==> src/rtl/stack_calc_pkg.sv <==
// Shared constants for the 4-bit stack calculator: stack size, stack modes,
// opcodes, FSM states and operand-count helpers.
package stack_calc_pkg;

    localparam int STACK_SIZE = 8;

    localparam logic [2:0] MODE_HOLD    = 3'd0;
    localparam logic [2:0] MODE_PUSH    = 3'd1;
    localparam logic [2:0] MODE_POP     = 3'd2;
    localparam logic [2:0] MODE_REPLACE = 3'd3;

    localparam logic [3:0] OP_NOP  = 4'd0;
    localparam logic [3:0] OP_PUSH = 4'd1;
    localparam logic [3:0] OP_POP  = 4'd2;
    localparam logic [3:0] OP_DUP  = 4'd3;
    localparam logic [3:0] OP_SWAP = 4'd4;
    localparam logic [3:0] OP_ADD  = 4'd5;
    localparam logic [3:0] OP_SUB  = 4'd6;
    localparam logic [3:0] OP_AND  = 4'd7;
    localparam logic [3:0] OP_OR   = 4'd8;
    localparam logic [3:0] OP_XOR  = 4'd9;
    localparam logic [3:0] OP_NOT  = 4'd10;

    typedef enum logic [1:0] {
        ST_IDLE,
        ST_S1,
        ST_S2,
        ST_S3
    } state_t;

    // Minimum number of live stack entries an opcode consumes.
    function automatic logic [1:0] operand_count(input logic [3:0] op);
        logic [1:0] n;
        case (op)
            OP_POP, OP_DUP, OP_NOT:                      n = 2'd1;
            OP_SWAP, OP_ADD, OP_SUB, OP_AND, OP_OR,
            OP_XOR:                                      n = 2'd2;
            default:                                     n = 2'd0;
        endcase
        return n;
    endfunction

    function automatic logic is_binary(input logic [3:0] op);
        return (op == OP_ADD) || (op == OP_SUB) || (op == OP_AND) ||
               (op == OP_OR)  || (op == OP_XOR);
    endfunction

endpackage

==> src/rtl/stack_alu.sv <==
// Combinational 4-bit ALU; a is the stack top, b the second entry, and
// SUB computes b - a with carry_out flagging the borrow.
module stack_alu
    import stack_calc_pkg::*;
(
    input  logic [3:0] op,
    input  logic [3:0] a,
    input  logic [3:0] b,
    output logic [3:0] result,
    output logic       carry_out
);

    logic [4:0] w_sum;

    assign w_sum = {1'b0, b} + {1'b0, a};

    always_comb begin
        result    = 4'd0;
        carry_out = 1'b0;
        case (op)
            OP_ADD: begin
                result    = w_sum[3:0];
                carry_out = w_sum[4];
            end
            OP_SUB: begin
                result    = b - a;
                carry_out = (b < a);
            end
            OP_AND:  result = b & a;
            OP_OR:   result = b | a;
            OP_XOR:  result = b ^ a;
            default: result = 4'd0;
        endcase
    end

endmodule

==> src/rtl/stack_calc_controller.sv <==
// Command sequencer for the stack calculator: turns one opcode into a short
// run of stack modes, tracks logical depth and flags rejected commands.
module stack_calc_controller #(
    parameter int STACK_SIZE = stack_calc_pkg::STACK_SIZE
) (
    input  logic       clk,
    input  logic       rst,
    input  logic       cmd_valid,
    input  logic [3:0] cmd_op,
    input  logic [3:0] cmd_data,
    output logic       cmd_ready,
    input  logic [3:0] top_word,
    input  logic [3:0] second_word,
    output logic [2:0] mode,
    output logic [3:0] in_word,
    output logic       busy,
    output logic [3:0] depth,
    output logic       carry,
    output logic       err
);
    import stack_calc_pkg::*;

    localparam logic [3:0] FULL_DEPTH = 4'(STACK_SIZE);

    state_t     r_state;
    logic [3:0] r_op;
    logic [3:0] r_a;
    logic [3:0] r_b;
    logic [2:0] r_mode;
    logic [3:0] r_in_word;
    logic [3:0] r_depth;
    logic       r_carry;
    logic       r_err;

    logic       w_busy;
    logic       w_grows;
    logic       w_reject;
    logic [3:0] w_alu_result;
    logic       w_alu_carry;

    assign w_busy   = (r_state != ST_IDLE);
    assign w_grows  = (cmd_op == OP_PUSH) || (cmd_op == OP_DUP);
    // Underflow and overflow are both decided from the depth at acceptance.
    assign w_reject = ({2'b00, operand_count(cmd_op)} > r_depth) ||
                      (w_grows && (r_depth >= FULL_DEPTH));

    stack_alu u_alu (
        .op        (r_op),
        .a         (r_a),
        .b         (r_b),
        .result    (w_alu_result),
        .carry_out (w_alu_carry)
    );

    always_ff @(posedge clk) begin
        if (rst) begin
            r_state   <= ST_IDLE;
            r_op      <= OP_NOP;
            r_a       <= 4'd0;
            r_b       <= 4'd0;
            r_mode    <= MODE_HOLD;
            r_in_word <= 4'd0;
            r_depth   <= 4'd0;
            r_carry   <= 1'b0;
            r_err     <= 1'b0;
        end else begin
            case (r_state)
                ST_IDLE: begin
                    r_mode    <= MODE_HOLD;
                    r_in_word <= 4'd0;
                    if (cmd_valid) begin
                        if (w_reject) begin
                            r_err <= 1'b1;
                        end else begin
                            r_op <= cmd_op;
                            r_a  <= top_word;
                            r_b  <= second_word;
                            case (cmd_op)
                                OP_PUSH: begin
                                    r_state   <= ST_S1;
                                    r_mode    <= MODE_PUSH;
                                    r_in_word <= cmd_data;
                                    r_depth   <= r_depth + 4'd1;
                                end
                                OP_DUP: begin
                                    r_state   <= ST_S1;
                                    r_mode    <= MODE_PUSH;
                                    r_in_word <= top_word;
                                    r_depth   <= r_depth + 4'd1;
                                end
                                OP_POP: begin
                                    r_state <= ST_S1;
                                    r_mode  <= MODE_POP;
                                    r_depth <= r_depth - 4'd1;
                                end
                                OP_NOT: begin
                                    r_state   <= ST_S1;
                                    r_mode    <= MODE_REPLACE;
                                    r_in_word <= ~top_word;
                                end
                                OP_SWAP: begin
                                    r_state <= ST_S1;
                                    r_mode  <= MODE_POP;
                                end
                                OP_ADD, OP_SUB, OP_AND, OP_OR, OP_XOR: begin
                                    r_state <= ST_S1;
                                    r_mode  <= MODE_POP;
                                    r_depth <= r_depth - 4'd1;
                                end
                                default: ;
                            endcase
                        end
                    end
                end
                ST_S1: begin
                    if (is_binary(r_op)) begin
                        r_state   <= ST_S2;
                        r_mode    <= MODE_REPLACE;
                        r_in_word <= w_alu_result;
                        if ((r_op == OP_ADD) || (r_op == OP_SUB)) r_carry <= w_alu_carry;
                    end else if (r_op == OP_SWAP) begin
                        r_state   <= ST_S2;
                        r_mode    <= MODE_REPLACE;
                        r_in_word <= r_a;
                    end else begin
                        r_state   <= ST_IDLE;
                        r_mode    <= MODE_HOLD;
                        r_in_word <= 4'd0;
                    end
                end
                ST_S2: begin
                    // SWAP finishes by pushing the old second entry back on top.
                    if (r_op == OP_SWAP) begin
                        r_state   <= ST_S3;
                        r_mode    <= MODE_PUSH;
                        r_in_word <= r_b;
                    end else begin
                        r_state   <= ST_IDLE;
                        r_mode    <= MODE_HOLD;
                        r_in_word <= 4'd0;
                    end
                end
                default: begin
                    r_state   <= ST_IDLE;
                    r_mode    <= MODE_HOLD;
                    r_in_word <= 4'd0;
                end
            endcase
        end
    end

    assign busy      = w_busy;
    assign cmd_ready = !w_busy;
    assign mode      = r_mode;
    assign in_word   = r_in_word;
    assign depth     = r_depth;
    assign carry     = r_carry;
    assign err       = r_err;

endmodule

==> config.mk <==
export PLATFORM = sky130hd
export DESIGN_NAME = stack_calc_controller
export DESIGN_NICKNAME = d
export VERILOG_FILES = /design/src/rtl/stack_calc_pkg.sv /design/src/rtl/stack_alu.sv /design/src/rtl/stack_calc_controller.sv
export SDC_FILE = /design/constraint.sdc
export NUM_CORES = 1
export LEC_CHECK = 0
export ABC_AREA = 1
export CORE_MARGIN = 8
export CORE_UTILIZATION = 45
export DETAILED_ROUTE_END_ITERATION = 7
export GPL_ROUTABILITY_DRIVEN = 0
export PLACE_DENSITY = 0.67
export SYNTH_ARGS = -nofsm -noshare
export SYNTH_HDL_FRONTEND = slang
export SYNTH_SLANG_ARGS = --single-unit
==> constraint.sdc <==
create_clock -name clk -period 4.1 [get_ports clk]
set_input_delay 0.615 -clock clk [delete_from_list [all_inputs] [get_ports clk]]
set_output_delay 0.615 -clock clk [all_outputs]
set_load 0.02 [all_outputs]
### Word level (Yosys, flattened, before mapping)

Memories as Yosys holds them, arrays and structs flattened.
Cells that the tools add are included.

| storage, ports and cells | value |
|---|---|
| output and inout port bits | 15 |
| bits in latches | 0 |
| input port bits | 19 |
| memory bits (writable) | 0 |
| register bits | 27 |
| memory bits (read-only) | 32 |
| memories kept | 1 |

Memories:

| name | depth | bits a word | rd ports | clocked after Yosys merged registers in | wr ports | RTL line | RTL |
|---|---|---|---|---|---|---|---|
| (no name shown) | 16 | 2 | 1 | 0 | 0 | stack_calc_pkg.sv:34 | `case (op)` |

| operators by class | value |
|---|---|
| multipliers | 0 |
| add/sub/neg operators | 4 |
| order comparisons | 3 |
| equality and inequality tests | 21 |
| divide/modulo/power cells | 0 |
| shift-type cells | 0 |
| multiplexer cells | 24 |
| reductions and logical operators | 20 |
| bitwise gates (word level) | 5 |

Operators by type and width:

| operator | number |
|---|---|
| $eq 4x3->1 const B | 8 |
| $pmux 4 s3 | 2 |
| $eq 4x4->1 const B | 5 |
| $mux 2 | 10 |
| $mux 4 | 5 |
| $pmux 4 s5 | 1 |
| $pmux 2 s3 | 2 |
| $reduce_and 3->1 | 4 |
| $reduce_or 10->1 | 1 |
| $pmux 3 s3 | 1 |
| $eq 4x2->1 const B | 2 |
| $pmux 4 s2 | 1 |
| $reduce_or 7->1 | 1 |
| $logic_or 1x1->1 | 6 |
| $ne 2x2->1 const B | 3 |
| $reduce_or 6->1 | 1 |
| $add 4x4->5 | 1 |
| $add 4x1->4 const B | 1 |
| $and 4x4->4 | 1 |
| $eq 4x1->1 const B | 1 |
| $ge 4x4->1 const B | 1 |
| $gt 2x4->1 | 1 |
| $lt 4x4->1 | 1 |
| $not 4->4 | 1 |
| other kinds (15) | 16 |

### Logic depth before layout (Yosys ltp)

Gate-level depths: netlist (run 1).

| depth | value |
|---|---|
| word-level depth | 7 |
| gate-level depth with buffers | 16 |
| depth with buffers taken out | 16 |

### Modules after synthesis

From an unflattened synthesis (run 1), not the netlist that was laid out.

| second synthesis, totals | value |
|---|---|
| cells, all modules | 323 |
| area total of the unflattened synthesis | 2079.5 µm² |

Modules (own cells, without submodules):

| module | cells an instance | times used | area an instance (µm²) | sequential area each (µm²) |
|---|---|---|---|---|
| stack_calc_controller | 228 | 1 | 1503.9 | 520.5 |
| stack_alu | 95 | 1 | 575.6 | 0.0 |

### Least setup slack after synthesis (run 1)

No wires, ideal clock.

| timing path | value |
|---|---|
| path type | input-to-reg |
| from | input cmd_op[0] |
| to | register r_b[1] |
| data required time | 3980 ps |
| buffers on the path | 2 |
| stages | 14 |
| setup time | 120 ps |
| data arrival time | 2037 ps |
| setup slack | 1943 ps |
| path through | clkbuf_2 -> nor2_1 -> nand2_2 -> inv_1 -> a21oi_1 -> ha_1 -> nand2_1 -> nand2_1 -> inv_1 -> nand2_1 -> nand3_4 -> buf_4 -> o21ai_0 -> a21oi_1 |

| between the ends | value |
|---|---|
| cells in the longest elaborated chain, start to end | 6 |

Ends and longest elaborated chain:

| element | RTL line | RTL |
|---|---|---|
| start: declaration | stack_calc_controller.sv:9 | `input logic [3:0] cmd_op,` |
| parallel branches: the longest is 3 deep, another holds $gt 2x4->1 | n/a |  |
| $logic_or 1x1->1 (*) | stack_calc_controller.sv:44 | `assign w_reject = ({2'b00, operand_count(cmd_op)} > r_depth) \|\|` |
| $not 1->1 (no line) (*) | n/a |  |
| $reduce_and 3->1 (no line) (*) | n/a |  |
| end signal: assignment | stack_calc_controller.sv:77 | `r_b <= second_word;` |
| end: declaration | stack_calc_controller.sv:28 | `logic [3:0] r_b;` |

Every way passes the cells marked *.
A chain may end at the register's enable or synchronous reset.

### Final worst setup path (run 1)

| timing path | value |
|---|---|
| from | input cmd_op[3] |
| to | register r_in_word[1] (netlist: in_word[1]) |

| between the ends | value |
|---|---|
| cells in the longest elaborated chain, start to end | 7 |

Ends and longest elaborated chain:

| element | RTL line | RTL |
|---|---|---|
| parallel branches: the longest is 4 deep, another holds $gt 2x4->1 | n/a |  |
| $mux 4 (*) | stack_calc_controller.sv:72 | `if (w_reject) begin` |
| $mux 4 (*) | stack_calc_controller.sv:71 | `if (cmd_valid) begin` |
| $pmux 4 s3 (*) | stack_calc_controller.sv:67 | `case (r_state)` |
| end signal: assignment | stack_calc_controller.sv:82 | `r_in_word <= cmd_data;` |
| end signal: assignment | stack_calc_controller.sv:88 | `r_in_word <= top_word;` |
| end signal: assignment | stack_calc_controller.sv:99 | `r_in_word <= ~top_word;` |
| end: declaration | stack_calc_controller.sv:30 | `logic [3:0] r_in_word;` |

Marked as above.

==> results of run 1 <==
[registers in the layout (all words and copies together), names as in the netlist]
signal,cells
in_word,4
depth,4
err,1
r_a,4
mode,2
r_b,4
r_state,2
carry,1
r_op,4
[synth_stat cells, types with 3 or more instances]
master,number,area (um2)
sky130_fd_sc_hd__a21oi_1,28,140
sky130_fd_sc_hd__dfxtp_1,26,521
sky130_fd_sc_hd__fa_1,3,60.1
sky130_fd_sc_hd__ha_1,16,200
sky130_fd_sc_hd__inv_1,42,158
sky130_fd_sc_hd__inv_2,4,15.0
sky130_fd_sc_hd__nand2_1,64,240
sky130_fd_sc_hd__nand2_2,4,25.0
sky130_fd_sc_hd__nand3_1,26,130
sky130_fd_sc_hd__nand4_1,4,25.0
sky130_fd_sc_hd__nor2_1,40,150
sky130_fd_sc_hd__nor2_2,3,18.8
sky130_fd_sc_hd__o21ai_0,21,105
[how the worst max path moves through the flow]
stage / start / endpoint / cells past startpoint
2_1_floorplan: cmd_op[0] / r_b[1] / 14
3_3_place_gp: cmd_op[3] / in_word[1] / 17
3_5_place_dp: cmd_op[3] / in_word[1] / 17
4_1_cts: cmd_op[3] / in_word[1] / 17
5_1_grt: cmd_op[3] / in_word[1] / 17
6_report: cmd_op[3] / in_word[1] / 17
[where the power goes]
group / switching (uW) / internal, uW
clock network: 82.0 / 131
registers: 32.8 / 283
logic: 200 / 123
total: 314 / 536
[cell type report]
class | count | area, um2
Fill cell | 442 | 1890
Multi-Input combinational cell | 227 | 1230
Sequential cell | 26 | 520
Timing Repair Buffer | 32 | 320
Inverter | 46 | 173
Tap cell | 52 | 65.1
Clock buffer | 3 | 41.3
Clock inverter | 1 | 30.0
[through the flow]
| stage | total power, uW | util, % | setup WS [ns] |
|---|---|---|---|
| 3_5_place_dp | 645 | 54.1 | 1.08 |
| 4_1_cts | 859 | 55.8 | 1.36 |
| 6_report | 851 | 55.8 | 1.35 |
| 5_1_grt | 919 | 55.8 | 1.07 |
| 2_1_floorplan | 547 | - | 1.94 |
| 3_3_place_gp | 642 | 54.1 | 1.14 |
[metal layers]
metal / global-route usage, % / vias to the layer above / part of all wire (%)
met3: 1.97 / 2 / 3.1
met4: 3.51 / 0 / 0.64
li1: - / 1032 / -
met1: 21.3 / 865 / 52
met2: 23.9 / 36 / 44
met5: 0 / - / 0
[tightest hold or removal path, stage by stage, from the launching register on]
cell and delay (ns):
sky130_fd_sc_hd__dfxtp_1 0.35, sky130_fd_sc_hd__a21oi_1 0.04, sky130_fd_sc_hd__nor2_1 0.07
[cells by family (layout without fill, tap and decap cells)]
kind of cell,Yosys count,in the layout,share of synthesized area (%)
AOI/OAI and AO/OA,55,55,14.6
other,1,1,0.191
DFF,26,26,26.6
xor gates and xnor gates,2,2,0.894
adders and majority gates,19,19,13.3
and+or+nand+nor,150,150,33.7
buffers and inverters,53,82,10.7
==> results, run 1 <==
- The run finished with clean final reports.
- The layout overhead on the synthesized area is 21.4%.
- The critical path contains buffers and inverters numbering 5 combined.
- The highest-delay cell along the critical path is sky130_fd_sc_hd__clkdlybuf4s50_1.
- For this run, the top clock speed supported by timing is 364 MHz.
- The number of cell instances on the worst register-to-register path is 12.
- Headroom to the max-slew limit came out at 65.4%.
- The floorplan step set the die height to 82.0 um.
- VDD sags by at most 0.146 mV.
- The slew of the pin with the lowest slew margin is 0.518 ns.
- The number of max-slew violations in the final report is 0.
- The count of antenna-violating nets left after detailed routing is 0.
- For hold timing, the worst endpoint is err.
- The total of cells resized after clock tree synthesis is 0.
- STA classifies the critical path endpoint as a flop.
- Leaving out fill and tap cells, the most frequent cell in the layout is sky130_fd_sc_hd__nand2_1.
- The placed standard-cell area is 2310 um2.
- The critical path goes through clkdlybuf4s50_1 > inv_1 > nor2_1 > nand2_2 > inv_1 > a21oi_1 > ha_1 > nand2_1 > nand2_1 > inv_1 > nand2_1 > nand3_4 > nor2_1 > o21ai_0 > nand3_1 > nand2_1 > inv_1.
- In the routed design, unresolved DRC markers number 0.
- The post-synthesis async set-or-reset flop share is 0%.
- The placed wire-length estimate after detailed placement is 4.01 mm.
- The pin count of the biggest net entering global routing is 29.
- Leaving out fill and tap cells, the most frequent cells in the layout are sky130_fd_sc_hd__nand2_1 (64), sky130_fd_sc_hd__inv_1 (42), sky130_fd_sc_hd__nor2_1 (40).
- The post-route fraction of the period consumed by the critical path is 67.1%.
- Across the routed clock network, the largest skew measured is 0.0114 ns.
- The number of placement rows is 24.
- The post-placement cell count is 383.
- The final total negative setup slack is 0 ns.
- The number of library cell types mapped by synthesis is 31.
- Setup repair after global routing left no endpoint under its margin.
- The buffer depth of the longest clock path is 2.
- The category of the critical setup timing path is in2reg.
- The worst hold path begins at err.
- The source of the worst register-to-register timing path is depth[1].
- Broken down by cell family, the worst path's largest delay share belongs to simple AND/OR/NAND/NOR gates.
- The placeable core region is 4260 um2.
- The sum of overflow across all layers after global routing is 0.
- The initial core utilization is 46.0%.
- The required arrival time at the worst endpoint is 4.32 ns.
- For this run, the number of standard cells in the final layout without fillers is 387.
- The synthesis warning total is 0.
- The proportion of layout cells with a drive suffix above 1 is 5.67%.
- Data on the critical path arrives at its endpoint at 2.97 ns.
- The die covers 6720 um2.
- The hold-critical path depth is 2.
- The total wirelength of the detailed-routed design is 4.84 mm.
- The worst min-delay path category is reg2reg.
- In this run the number of H-tree levels came out at 1.
- For this run, the slowest stage of the critical path takes 0.51 ns.
- The worst setup path is launched from an input pin.
- The clock root buffer is sky130_fd_sc_hd__clkbuf_8.
- The number of antenna violations at the first check in global routing is 0.
- The routed via count divided by cell count is 5.00.
- The smallest hold slack is 0.492 ns.
- The number of sinks driven by the clock tree is 26.
- The worst reg2reg path endpoint is in_word[1].
- Summed over all cells, the static leakage comes to 0.00113 uW.
- The power density of the placed cells is 358 nW/um2.
- In this run, the number of DRC markers left after iteration 0 of detailed routing was 128.
- Setup violations remaining at the end of the flow were counted as 0.
- The final critical-path required period is 2.75 ns.
- The setup slack on the worst flop-to-flop path is 2.16 ns.
- The number of synthesized register bits is 26.
- The via count of the first global-routing pass was 1,866.
- The wire length of the first global-routing pass is 8.29 mm.
- The number of failing hold endpoints at the final stage came to 0.
- In this run the worst path has a maximum fanout of 28.
- The repair_antennas step left the layout with diodes totalling 0.
- The first-pass detailed-route iteration total is 4.
- Post-CTS timing repair inserted 0 buffers for setup.
- The clock slew seen by the registers of the worst setup and hold paths is 0.10 ns.
- The vias after detailed routing is 1,935.
- The chip width is 82.0 um.
- The clock network latency to the later pin of the worst-skew pair is 0.27 ns.
- Counting the buffers created by CTS gives 3.
- The overall track demand over capacity in global routing is 15.2%.
- The number of max-cap violations is 0.
- For this run, the leading register cell type out of synthesis is sky130_fd_sc_hd__dfxtp_1.
- The post-route cell area is 2380 um2.
- The clock tree from TritonCTS is built.
- The mapped cell area is 1960 um2.
- The post-cts hold buffer count is 0.
- The routed wirelength normalized by instance count is 12.5 um.
- The number of synthesized flops with an enable pin is 0.
- The number of nets in the synthesized netlist is 344.
- A synthesized cell averages 6.40 um2.
- The I/O pin total is 34.
- Port buffering added 32 buffers.
- For this run, the post-layout net count is 374.
- Synthesis produced 306 cells.
- After synthesis, flip-flops and latches occupy 26.6% of the total area.
Note: power is estimated with default switching activity, not from simulation.
==> run 2: changes to the inputs <==
Clock period 4.1 ns to 2.54 ns, I/O delays scaled along.
==> run 2 against run 1 <==
Worst setup slack got worse by 0.98 ns. Largest cell class unchanged. Critical path depth did not move. Clock power rose by 63%. Utilization is 1.6 points higher. Global-route usage is 0.85 points higher. Wire length grew 3.8%. Critical endpoint unchanged. Clock-buffer cell count is the same. Cell count up 2.3%. Via count increased by 3.0%.
==> results, run 2 (same netlist as run 1, synthesis figures left out) <==
- Result of the run: completed (unchanged).
- The total wirelength of the detailed-routed design is 5.02 mm (was 4.84 mm).
- The worst endpoint data arrival time is 2.40 ns (was 2.97 ns).
- The source of the worst register-to-register timing path is r_a[0] (was depth[1]).
- The setup skew after layout is 0.00456 ns (was 0.0114 ns).
- The proportion of layout cells with a drive suffix above 1 is 8.14% (was 5.67%).
- The clock slew seen by the registers of the worst setup and hold paths came to 0.09 ns (was 0.10 ns).
- The post-detailed-route DRC marker count is 0 (unchanged).
- The worst reg2reg path endpoint was in_word[2] (was in_word[1]).
- The number of cell instances on the worst register-to-register path is 9 (was 12).
- Dividing the final minimum period by the clock period gives 85.5%.
- Unrepaired setup endpoints after global routing: no (unchanged).
- The number of failing hold endpoints at the final stage is 0 (unchanged).
- The number of max-cap violations is 0 (unchanged).
- The routed wirelength normalized by instance count was 12.7 um (was 12.5 um).
- The placed standard-cell area is 2370 um2 (was 2310 um2).
- The total setup violations reported at the end of the flow is 0 (unchanged).
- The end point of the most critical hold path is err (unchanged).
- The post-route cell area is 2450 um2 (was 2380 um2).
- The required arrival time at the worst endpoint came to 2.76 ns (was 4.32 ns).
- The sum of overflow across all layers after global routing was 0 (unchanged).
- The number of sinks driven by the clock tree is 26 (unchanged).
- The pin count of the biggest net entering global routing was 19 (was 29).
- The count of antenna-violating nets left after detailed routing is 0 (unchanged).
- The number of antenna violations at the first check in global routing came to 0 (unchanged).
- The die height came to 82.0 um (unchanged).
- The clock network latency to the later pin of the worst-skew pair is 0.27 ns (about the same).
- The via count of the first global-routing pass came to 1,904 (was 1,866).
- The placeable core region is 4260 um2 (unchanged).
- The tightest slew margin relative to the limit is 64.5% (was 65.4%).
- The power density of the placed cells is 573 nW/um2 (was 358 nW/um2).
- The deepest level of the CTS H-tree is 1 (unchanged).
- The initial core utilization is 46.0% (unchanged).
- The layout overhead on the synthesized area came to 24.8% (was 21.4%).
- The number of placement rows is 24 (unchanged).
- The floorplan die area is 6720 um2 (unchanged).
- The startpoint type of the worst setup path was an input pin (unchanged).
- The worst min-delay path category is reg2reg (unchanged).
- The wire length of the first global-routing pass came to 8.64 mm (was 8.29 mm).
- The TritonCTS buffer count came to 3 (unchanged).
- The overall track demand over capacity in global routing was 16.0% (was 15.2%).
- The total power was 1400 uW (was 851 uW).
- The post-layout net count is 383 (was 374).
- The highest fanout seen on the critical path is 5 (was 28).
- Static timing analysis puts the maximum clock frequency at 460 MHz.
- The buffer depth of the longest clock path is 2 (unchanged).
- The count of buffers inserted at the top-level ports is 32 (unchanged).
- The vias after detailed routing was 1,994 (was 1,935).
- The count of antenna diodes in the layout is 0 (unchanged).
- The clock root buffer is sky130_fd_sc_hd__clkbuf_8 (unchanged).
- The category of the critical setup timing path is in2reg (unchanged).
- The final total negative setup slack was 0 ns (unchanged).
- The slew of the pin with the lowest slew margin was 0.532 ns (was 0.518 ns).
- The number of max-slew violations in the final report was 0 (unchanged).
- The most common cell after layout, fill and taps aside is sky130_fd_sc_hd__nand2_1 (unchanged).
- The final critical-path required period is 2.17 ns.
- The clock tree from TritonCTS is built (unchanged).
- The number of DRC markers in iteration 0 is 162 (was 128).
- The setup slack on the worst flop-to-flop path is 0.61 ns (was 2.16 ns).
- The number of buffers added for setup after CTS was 0 (unchanged).
- The post-cts hold buffer count came to 0 (unchanged).
- The first-pass detailed-route iteration total was 4 (unchanged).
- Commonest cells after routing, fill and taps aside: sky130_fd_sc_hd__nand2_1 (64), sky130_fd_sc_hd__inv_1 (42), sky130_fd_sc_hd__nor2_1 (40) (unchanged).
- The placed wire-length estimate after detailed placement is 4.04 mm (was 4.01 mm).
- The worst min-delay path startpoint is err (unchanged).
- The element type at the critical path end is a flop (unchanged).
- The chip width is 82.0 um (unchanged).
- The I/O pin total was 34 (unchanged).
- The worst supply voltage drop on vdd is 0.239 mV (was 0.146 mV).
- The hold-critical path depth is 2 (unchanged).
- The total of cells resized after clock tree synthesis is 0 (unchanged).
- The routed via count divided by cell count came to 5.04 (was 5.00).
- The reported leakage power was 0.00117 uW (was 0.00113 uW).
run 2: how the worst max path moves through the flow:
stage | from | slack, ns | depth (start not counted) | end
2_1_floorplan | cmd_op[0] | 0.62 | 14 | r_b[1]
3_3_place_gp | cmd_op[2] | 0.10 | 15 | in_word[1]
3_5_place_dp | cmd_op[3] | 0.07 | 15 | in_word[1]
4_1_cts | cmd_op[3] | 0.35 | 15 | in_word[1]
5_1_grt | cmd_op[2] | 0.16 | 15 | in_word[1]
6_report | cmd_op[1] | 0.37 | 17 | in_word[1]
run 2: stage by stage:
| stage | hold WS [ns] | instances | utilization [%] | worst slack [ns] |
|---|---|---|---|---|
| floorplan | 0.480 | 306 | - | 0.617 |
| global placement | 0.464 | 392 | 55.7 | 0.102 |
| CTS | 0.500 | 396 | 57.4 | 0.354 |
| finish | 0.495 | 396 | 57.4 | 0.368 |
| global route | 0.539 | 396 | 57.4 | 0.163 |
| detailed placement | 0.479 | 392 | 55.7 | 0.0700 |
run 2: critical path: stages:
cell and delay, ns:
sky130_fd_sc_hd__clkdlybuf4s50_1 0.49, sky130_fd_sc_hd__inv_1 0.07, sky130_fd_sc_hd__nor2_1 0.11, sky130_fd_sc_hd__nand2_2 0.07, sky130_fd_sc_hd__inv_1 0.05, sky130_fd_sc_hd__a21oi_1 0.04, sky130_fd_sc_hd__ha_1 0.27, sky130_fd_sc_hd__nand2_1 0.05
sky130_fd_sc_hd__nand2_1 0.05, sky130_fd_sc_hd__inv_1 0.03, sky130_fd_sc_hd__nand2_1 0.12, sky130_fd_sc_hd__nand3_4 0.12, sky130_fd_sc_hd__nor2_1 0.21, sky130_fd_sc_hd__o21ai_0 0.13, sky130_fd_sc_hd__nand3_1 0.09, sky130_fd_sc_hd__nand2_1 0.05
sky130_fd_sc_hd__inv_1 0.06
run 2: final cells by class:
cell class                 count  area [um2]
clock inverter                 1        30.0
timing repair buffer          41         388
clock buffer                   3        41.3
tap                           52        65.1
multi-input combinational    227        1230
fill                         457        1820
sequential                    26         520
inverter                      46         173
run 2: power by group:
group | internal (uW) | switching [uW]
sequential | 456 | 54.6
combinational | 213 | 330
clock | 211 | 136
total | 881 | 520
run 2: metal layers:
| layer | routed length [um] | up-vias | track usage, % |
|---|---|---|---|
| met5 | 0 | - | 0 |
| li1 | - | 1055 | - |
| met2 | 2220 | 39 | 24.5 |
| met4 | 69 | 0 | 4.74 |
| met1 | 2550 | 894 | 22.5 |
| met3 | 181 | 6 | 2.41 |
